==> config.mk <==
export PLATFORM = sky130hd
export DESIGN_NAME = noc_inject_ni_flat
export DESIGN_NICKNAME = d
export VERILOG_FILES = /design/src/rtl/noc_inject_ni_if.sv /design/src/rtl/noc_inject_ni.sv /design/src/flat_wrapper.sv
export SDC_FILE = /design/constraint.sdc
export NUM_CORES = 1
export LEC_CHECK = 0
export CAP_MARGIN = 20
export CORE_MARGIN = 5
export CORE_UTILIZATION = 58
export CTS_CLUSTER_DIAMETER = 60
export DETAILED_ROUTE_END_ITERATION = 8
export PLACE_DENSITY = 0.9
export SYNTH_ARGS = -nofsm -noshare
export SYNTH_HDL_FRONTEND = slang
export SYNTH_SLANG_ARGS = --single-unit
==> constraint.sdc <==
create_clock -name clk -period 5.3 [get_ports clk]
set_input_delay 1.06 -clock clk [delete_from_list [all_inputs] [get_ports clk]]
set_output_delay 1.06 -clock clk [all_outputs]
set_load 0.02 [all_outputs]
==> src/rtl/noc_inject_ni_if.sv <==
// Local-PE <-> NI <-> router handshake bundle: packet request, payload stream, flit port.
// The NI uses the slave modport; the PE/router side uses master.
interface noc_inject_ni_if #(
  parameter int DATA_WIDTH = 32,
  parameter int LEN_W      = 4
);
  logic                  req_valid;
  logic                  req_ready;
  logic [4:0]            req_dest_x;
  logic [4:0]            req_dest_y;
  logic [LEN_W-1:0]      req_len;
  logic [DATA_WIDTH-1:0] pl_data;
  logic                  pl_valid;
  logic                  pl_ready;
  logic [DATA_WIDTH-1:0] flit_data;
  logic                  flit_valid;
  logic                  flit_ready;

  modport master (
    output req_valid, req_dest_x, req_dest_y, req_len, pl_data, pl_valid, flit_ready,
    input  req_ready, pl_ready, flit_data, flit_valid
  );

  modport slave (
    input  req_valid, req_dest_x, req_dest_y, req_len, pl_data, pl_valid, flit_ready,
    output req_ready, pl_ready, flit_data, flit_valid
  );
endinterface

==> src/rtl/noc_inject_ni.sv <==
// Injection NI: header flit then FIFO-buffered payload flits into one mesh router port.
// Define NI_HDR_PARITY_EN to put even parity over header bits [23:0] in the header MSB.
module noc_inject_ni #(
  parameter int DATA_WIDTH = 32,
  parameter int FIFO_DEPTH = 4,
  parameter int LEN_W      = 4
) (
  input  logic           clk,
  input  logic           rst_n,
  input  logic [4:0]     i_node_x,
  input  logic [4:0]     i_node_y,
  noc_inject_ni_if.slave bus,
  output logic           o_busy,
  output logic [15:0]    o_pkt_count
);
  localparam int AW = $clog2(FIFO_DEPTH);

  typedef enum logic {IDLE, PAYLOAD} state_e;

  state_e                r_state, w_state_nxt;
  logic [DATA_WIDTH-1:0] r_mem [FIFO_DEPTH];
  logic [AW:0]           r_wptr, r_rptr;
  logic [LEN_W-1:0]      r_rem, w_rem_nxt;
  logic [DATA_WIDTH-1:0] r_flit, w_flit_nxt, w_hdr;
  logic                  r_vld, w_vld_nxt, r_last, w_last_nxt;
  logic [15:0]           r_pkt_cnt;
  logic                  w_full, w_empty, w_push, w_pop;
  logic                  w_free, w_xfer, w_req_ready, w_req_fire;
  logic [3:0]            w_len4;

  // Extra pointer MSB distinguishes full from empty.
  assign w_full  = (r_wptr[AW] != r_rptr[AW]) && (r_wptr[AW-1:0] == r_rptr[AW-1:0]);
  assign w_empty = (r_wptr == r_rptr);
  assign w_push  = bus.pl_valid && !w_full;

  assign w_free = !r_vld || bus.flit_ready;
  assign w_xfer = r_vld && bus.flit_ready;
  // rem==0 in PAYLOAD means the last flit is on the port; accept the next request as it leaves.
  assign w_req_ready = w_free && ((r_state == IDLE) || (r_rem == '0));
  assign w_req_fire  = bus.req_valid && w_req_ready;
  assign w_pop       = (r_state == PAYLOAD) && w_free && (r_rem != '0) && !w_empty;

  assign w_len4 = 4'(bus.req_len);

  always_comb begin
    w_hdr        = '0;
    w_hdr[4:0]   = bus.req_dest_y;
    w_hdr[9:5]   = bus.req_dest_x;
    w_hdr[13:10] = w_len4;
    w_hdr[18:14] = i_node_x;
    w_hdr[23:19] = i_node_y;
`ifdef NI_HDR_PARITY_EN
    w_hdr[DATA_WIDTH-1] = ^w_hdr[23:0];
`endif
  end

  always_comb begin
    w_state_nxt = r_state;
    w_rem_nxt   = r_rem;
    w_flit_nxt  = r_flit;
    w_vld_nxt   = r_vld;
    w_last_nxt  = r_last;
    if (w_req_fire) begin
      w_flit_nxt  = w_hdr;
      w_vld_nxt   = 1'b1;
      w_rem_nxt   = bus.req_len;
      w_last_nxt  = (bus.req_len == '0);
      w_state_nxt = (bus.req_len == '0) ? IDLE : PAYLOAD;
    end else if (w_pop) begin
      w_flit_nxt = r_mem[r_rptr[AW-1:0]];
      w_vld_nxt  = 1'b1;
      w_rem_nxt  = r_rem - LEN_W'(1);
      w_last_nxt = (r_rem == LEN_W'(1));
    end else begin
      if (w_free) w_vld_nxt = 1'b0;
      if ((r_state == PAYLOAD) && (r_rem == '0) && w_xfer) w_state_nxt = IDLE;
    end
  end

  always_ff @(posedge clk or negedge rst_n) begin
    if (!rst_n) begin
      r_state   <= IDLE;
      r_rem     <= '0;
      r_flit    <= '0;
      r_vld     <= 1'b0;
      r_last    <= 1'b0;
      r_wptr    <= '0;
      r_rptr    <= '0;
      r_pkt_cnt <= '0;
    end else begin
      r_state <= w_state_nxt;
      r_rem   <= w_rem_nxt;
      r_flit  <= w_flit_nxt;
      r_vld   <= w_vld_nxt;
      r_last  <= w_last_nxt;
      if (w_push) r_wptr <= r_wptr + (AW+1)'(1);
      if (w_pop)  r_rptr <= r_rptr + (AW+1)'(1);
      if (w_xfer && r_last) r_pkt_cnt <= r_pkt_cnt + 16'd1;
    end
  end

  always_ff @(posedge clk) begin
    if (w_push) r_mem[r_wptr[AW-1:0]] <= bus.pl_data;
  end

  assign bus.req_ready  = w_req_ready;
  assign bus.pl_ready   = !w_full;
  assign bus.flit_data  = r_flit;
  assign bus.flit_valid = r_vld;
  assign o_busy         = (r_state != IDLE) || r_vld;
  assign o_pkt_count    = r_pkt_cnt;
endmodule

==> src/flat_wrapper.sv <==
// flat-port wrapper written by rule: the top's interface ports become plain ports
module noc_inject_ni_flat 
#(
  parameter int DATA_WIDTH = 32,
  parameter int FIFO_DEPTH = 4,
  parameter int LEN_W      = 4
)
  (clk, rst_n, i_node_x, i_node_y, o_busy, o_pkt_count, bus_req_valid, bus_req_dest_x, bus_req_dest_y, bus_req_len, bus_pl_data, bus_pl_valid, bus_flit_ready, bus_req_ready, bus_pl_ready, bus_flit_data, bus_flit_valid);
  noc_inject_ni_if #(.DATA_WIDTH(DATA_WIDTH), .LEN_W(LEN_W)) bus_i ();
  input  logic clk;
  input  logic rst_n;
  input  logic [4:0] i_node_x;
  input  logic [4:0] i_node_y;
  output logic o_busy;
  output logic [15:0] o_pkt_count;
  input wire logic [$bits(bus_i.req_valid)-1:0] bus_req_valid;
  input wire logic [$bits(bus_i.req_dest_x)-1:0] bus_req_dest_x;
  input wire logic [$bits(bus_i.req_dest_y)-1:0] bus_req_dest_y;
  input wire logic [$bits(bus_i.req_len)-1:0] bus_req_len;
  input wire logic [$bits(bus_i.pl_data)-1:0] bus_pl_data;
  input wire logic [$bits(bus_i.pl_valid)-1:0] bus_pl_valid;
  input wire logic [$bits(bus_i.flit_ready)-1:0] bus_flit_ready;
  output wire logic [$bits(bus_i.req_ready)-1:0] bus_req_ready;
  output wire logic [$bits(bus_i.pl_ready)-1:0] bus_pl_ready;
  output wire logic [$bits(bus_i.flit_data)-1:0] bus_flit_data;
  output wire logic [$bits(bus_i.flit_valid)-1:0] bus_flit_valid;
  assign bus_i.req_valid = bus_req_valid;
  assign bus_i.req_dest_x = bus_req_dest_x;
  assign bus_i.req_dest_y = bus_req_dest_y;
  assign bus_i.req_len = bus_req_len;
  assign bus_i.pl_data = bus_pl_data;
  assign bus_i.pl_valid = bus_pl_valid;
  assign bus_i.flit_ready = bus_flit_ready;
  assign bus_req_ready = bus_i.req_ready;
  assign bus_pl_ready = bus_i.pl_ready;
  assign bus_flit_data = bus_i.flit_data;
  assign bus_flit_valid = bus_i.flit_valid;
  noc_inject_ni #(.DATA_WIDTH(DATA_WIDTH), .FIFO_DEPTH(FIFO_DEPTH), .LEN_W(LEN_W)) u_core (.clk(clk), .rst_n(rst_n), .i_node_x(i_node_x), .i_node_y(i_node_y), .bus(bus_i), .o_busy(o_busy), .o_pkt_count(o_pkt_count));
endmodule
==> impl_metrics.csv <==
group,metric,value,unit
outcome,status,"complete, no violations",
floorplanning,start_util,59.7,%
place,place.port_buffers,112,
grt,grt_use_met2,33.7,%
clocking,postCtsSetupBuffers,0,
hold_path,hp-start,"u_core.bus.flit_data[1]",
synth,yosys.cell_types.count,45,
synth,ys_seq_elements,189,
grt,grt_max_degree,62,
place,place_area,8870,um2
critical_path,rr_endpoint,"u_core.r_mem[3][12]",
sta,grt_setup_unrepaired,"no",
place,dp_slack,1.76,ns
detailed_routing,drtIter0Drc,280,
detailed_routing,viasPerCell,5.78,
clocking,tritoncts,"done",
cells_and_area,fin_area,9460,um2
detailed_routing,drt-wirelength-per-cell,21.2,um
floorplanning,die_h,125,um
critical_path,crit_arrival,2.52,ns
critical_path,crit_fanout,5,
grt,grt_busiest_layer,"met2",
clocking,numCtsBuffers,17,
sta,finalWorstSetupSlack,1.72,ns
sta,finalSetupViolCount,0,
critical_path,critPathKind,"primary input to output pin",
clocking,insertion_delay,0.43,ns
floorplanning,core_area,12800,um2
synth,syn_nets,474,
floorplanning,fp.dieW,125,um
floorplanning,core.rowCount,41,
cells_and_area,fill_cells,738,
detailed_routing,drc,0,
detailed_routing,dr.pass1.iters,4,
clocking,cts_hold_buf,0,
critical_path,crit_family,"buffers and inverters",
critical_path,crit_chain,"clkdlybuf4s50_1 > nor2b_1 > a21oi_1 > clkdlybuf4s50_1",
sta,period_share,67.6,%
synth,syn_inst,405,
cells_and_area,final_common_cell,"edfxtp_1",
sta,period_needed,3.58,ns
cells_and_area,final_util,74.0,%
cells_and_area,layout_common_cells,"128 x edfxtp_1, 111 x clkdlybuf4s50_1, 59 x dfrtp_1",
detailed_routing,drt_wl_total,15000,um
critical_path,r2r-start,"u_core.r_rptr[1]",
synth,synth_warnings,0,
clocking,clkTransAtPathRegs,0.07,ns
sta,tightest_slew,1.08,ns
critical_path,crit_buf_inv,2,
place,gp_congestion,0.757,
detailed_routing,ant_nets,0,
clocking,cts_resized,0,
cells_and_area,seq_area,5370,um2
floorplanning,io_pins,113,
hold_path,whs_path_depth,1,
power_and_ir_drop,ir_worst_vdd,338,uV
cells_and_area,multi_input_area,2100,um2
grt,grt_overflow,0,
sta,max_slew_margin,27.5,%
critical_path,slowest_stage,"clkdlybuf4s50_1",
power_and_ir_drop,p_leak,3.45,nW
synth,syn_area,7620,um2
grt,grt_pass1_wl,23800,um
grt,use_met1,24.9,%
hold_path,min_to,"u_core.bus.flit_data[1]",
critical_path,startpoint_type,"primary input",
critical_path,reg2regPathDepth,3,
grt,antenna_found_initial,0,
critical_path,r2r_slack,2.42,ns
clocking,clockRootBuffer,"clkbuf_16",
cells_and_area,drive_above_1_share,20.0,%
clocking,clock_sinks,189,
grt,grt.total_usage,20.0,%
sta,fin_skew,0.0143,ns
sta,slew_violations,0,
critical_path,cpMostUsedCell,"clkdlybuf4s50_1",
clocking,clock_path_buffers,2,
power_and_ir_drop,power_density,594,nW/um2
place,hpwlAfterDp,9340,um
sta,hold_violations,0,
detailed_routing,num_vias,4095,
sta,fmax,279,MHz
synth,yosysSeqAreaShare,70.4,%
grt,first_global_vias,4387,
sta,final.setup.tns,0,ns
critical_path,slowest_delay,0.64,ns
hold_path,hp-class,"flop to flop",
job,max_cap_viol_count,0,
cells_and_area,antennaDiodeCount,0,
cells_and_area,fin_nets,592,
critical_path,crit_path_end_kind,"output pin",
floorplanning,dieArea,15500,um2
critical_path,crit_required,4.24,ns
clocking,htreeDepth,4,
synth,avgSynthCellArea,18.8,um2
grt,use_met3,5.79,%
cells_and_area,area_growth_syn_to_layout,24.0,%
worst register-to-register path: cells and delay by family, from the launching register on:
family	cells	cell delay (ns)
flip-flops	1	0.94
AND/OR/NAND/NOR	1	0.86
AO/OA/AOI/OAI	1	0.48
XOR/XNOR	1	0.22
metal layers:
metal / up-vias / wire length [um]
met5: - / 0
met4: 0 / 101
met3: 8 / 881
met2: 130 / 8130
met1: 2133 / 5880
li1: 1824 / -
final cells by class:
cell class                 count  share of cell area, %
inverter                       9                  0.357
sequential                   189                   56.8
clock buffer                  17                   4.50
clock inverter                15                   1.72
timing repair buffer         116                   12.1
multi-input combinational    190                   22.2
tap                          172                   2.28
how the worst max path moves through the flow:
stage	from	end	slack [ns]	depth (start not counted)
6_report	bus_flit_ready	bus_req_ready	1.72	4
5_1_grt	bus_flit_ready	bus_req_ready	1.67	4
4_1_cts	bus_flit_ready	bus_req_ready	1.75	4
3_5_place_dp	bus_flit_ready	bus_req_ready	1.76	4
3_3_place_gp	bus_flit_ready	bus_req_ready	1.81	4
2_1_floorplan	bus_pl_valid	u_core.r_mem[3][0]	2.61	3
where the power goes:
part           total [mW]  leakage, nW  internal [mW]  switching, mW
registers            2.29         1.92           2.04          0.251
clock network        1.25        0.274          0.701          0.545
logic                2.09         1.25           1.06           1.03
kinds of logic (layout without fill, tap and decap cells):
logic type,count (synthesis),after routing,synth area share (%)
and+or+nand+nor,54,54,3.87
adders and majority gates,8,8,1.31
muxes,81,81,16.7
DFF,189,189,70.4
xor gates and xnor gates,23,23,2.84
buffers and inverters,26,157,2.07
AOI/OAI and AO/OA,24,24,2.76
Yosys cell counts (all sizes together):
master / instances / area share [%]
nand2b: 1 / 0.082
or2: 1 / 0.082
or4: 1 / 0.098
and4: 1 / 0.11
nand2: 13 / 0.64
nor3: 3 / 0.20
edfxtp: 128 / 50
a311o: 1 / 0.13
and2: 5 / 0.41
nand4: 4 / 0.33
nand3: 8 / 0.53
a221o: 3 / 0.39
o221ai: 2 / 0.23
mux2i: 4 / 0.53
nor3b: 1 / 0.16
nor2: 6 / 0.30
a31oi: 1 / 0.082
dfrtp: 61 / 20
nor4: 2 / 0.16
and4b: 1 / 0.13
o21ai: 3 / 0.20
mux2: 45 / 6.7
or3b: 1 / 0.11
a21boi: 1 / 0.098
nor2b: 1 / 0.082
buf: 12 / 1.4
a22o: 8 / 0.92
clkbuf: 5 / 0.25
xor2: 7 / 0.80
inv: 9 / 0.44
and3: 4 / 0.33
a21oi: 1 / 0.066
a311oi: 1 / 0.34
o211ai: 2 / 0.20
o21a: 1 / 0.098
nand4b: 1 / 0.11
mux4: 32 / 9.5
xnor2: 16 / 2.0
ha: 8 / 1.3
state kept, by name (all words and copies together), names as in the netlist:
signal and count:
u_core.r_mem 128, u_core.bus.flit_data 32, u_core.o_pkt_count 16, u_core.r_rem 4, u_core.r_rptr 3, u_core.r_wptr 3, u_core.bus.flit_valid 1, u_core.r_last 1
u_core.r_state 1
per-stage QoR:
step	cells	total power, mW	hold slack, ns
final	708	5.62	0.490
after global routing	708	5.89	0.509
after CTS	708	5.68	0.494
after detailed placement	676	4.42	0.479
after global placement	676	4.30	0.459
after floorplan	405	3.75	0.498
No activity file was read; power rests on OpenSTA's default activity.
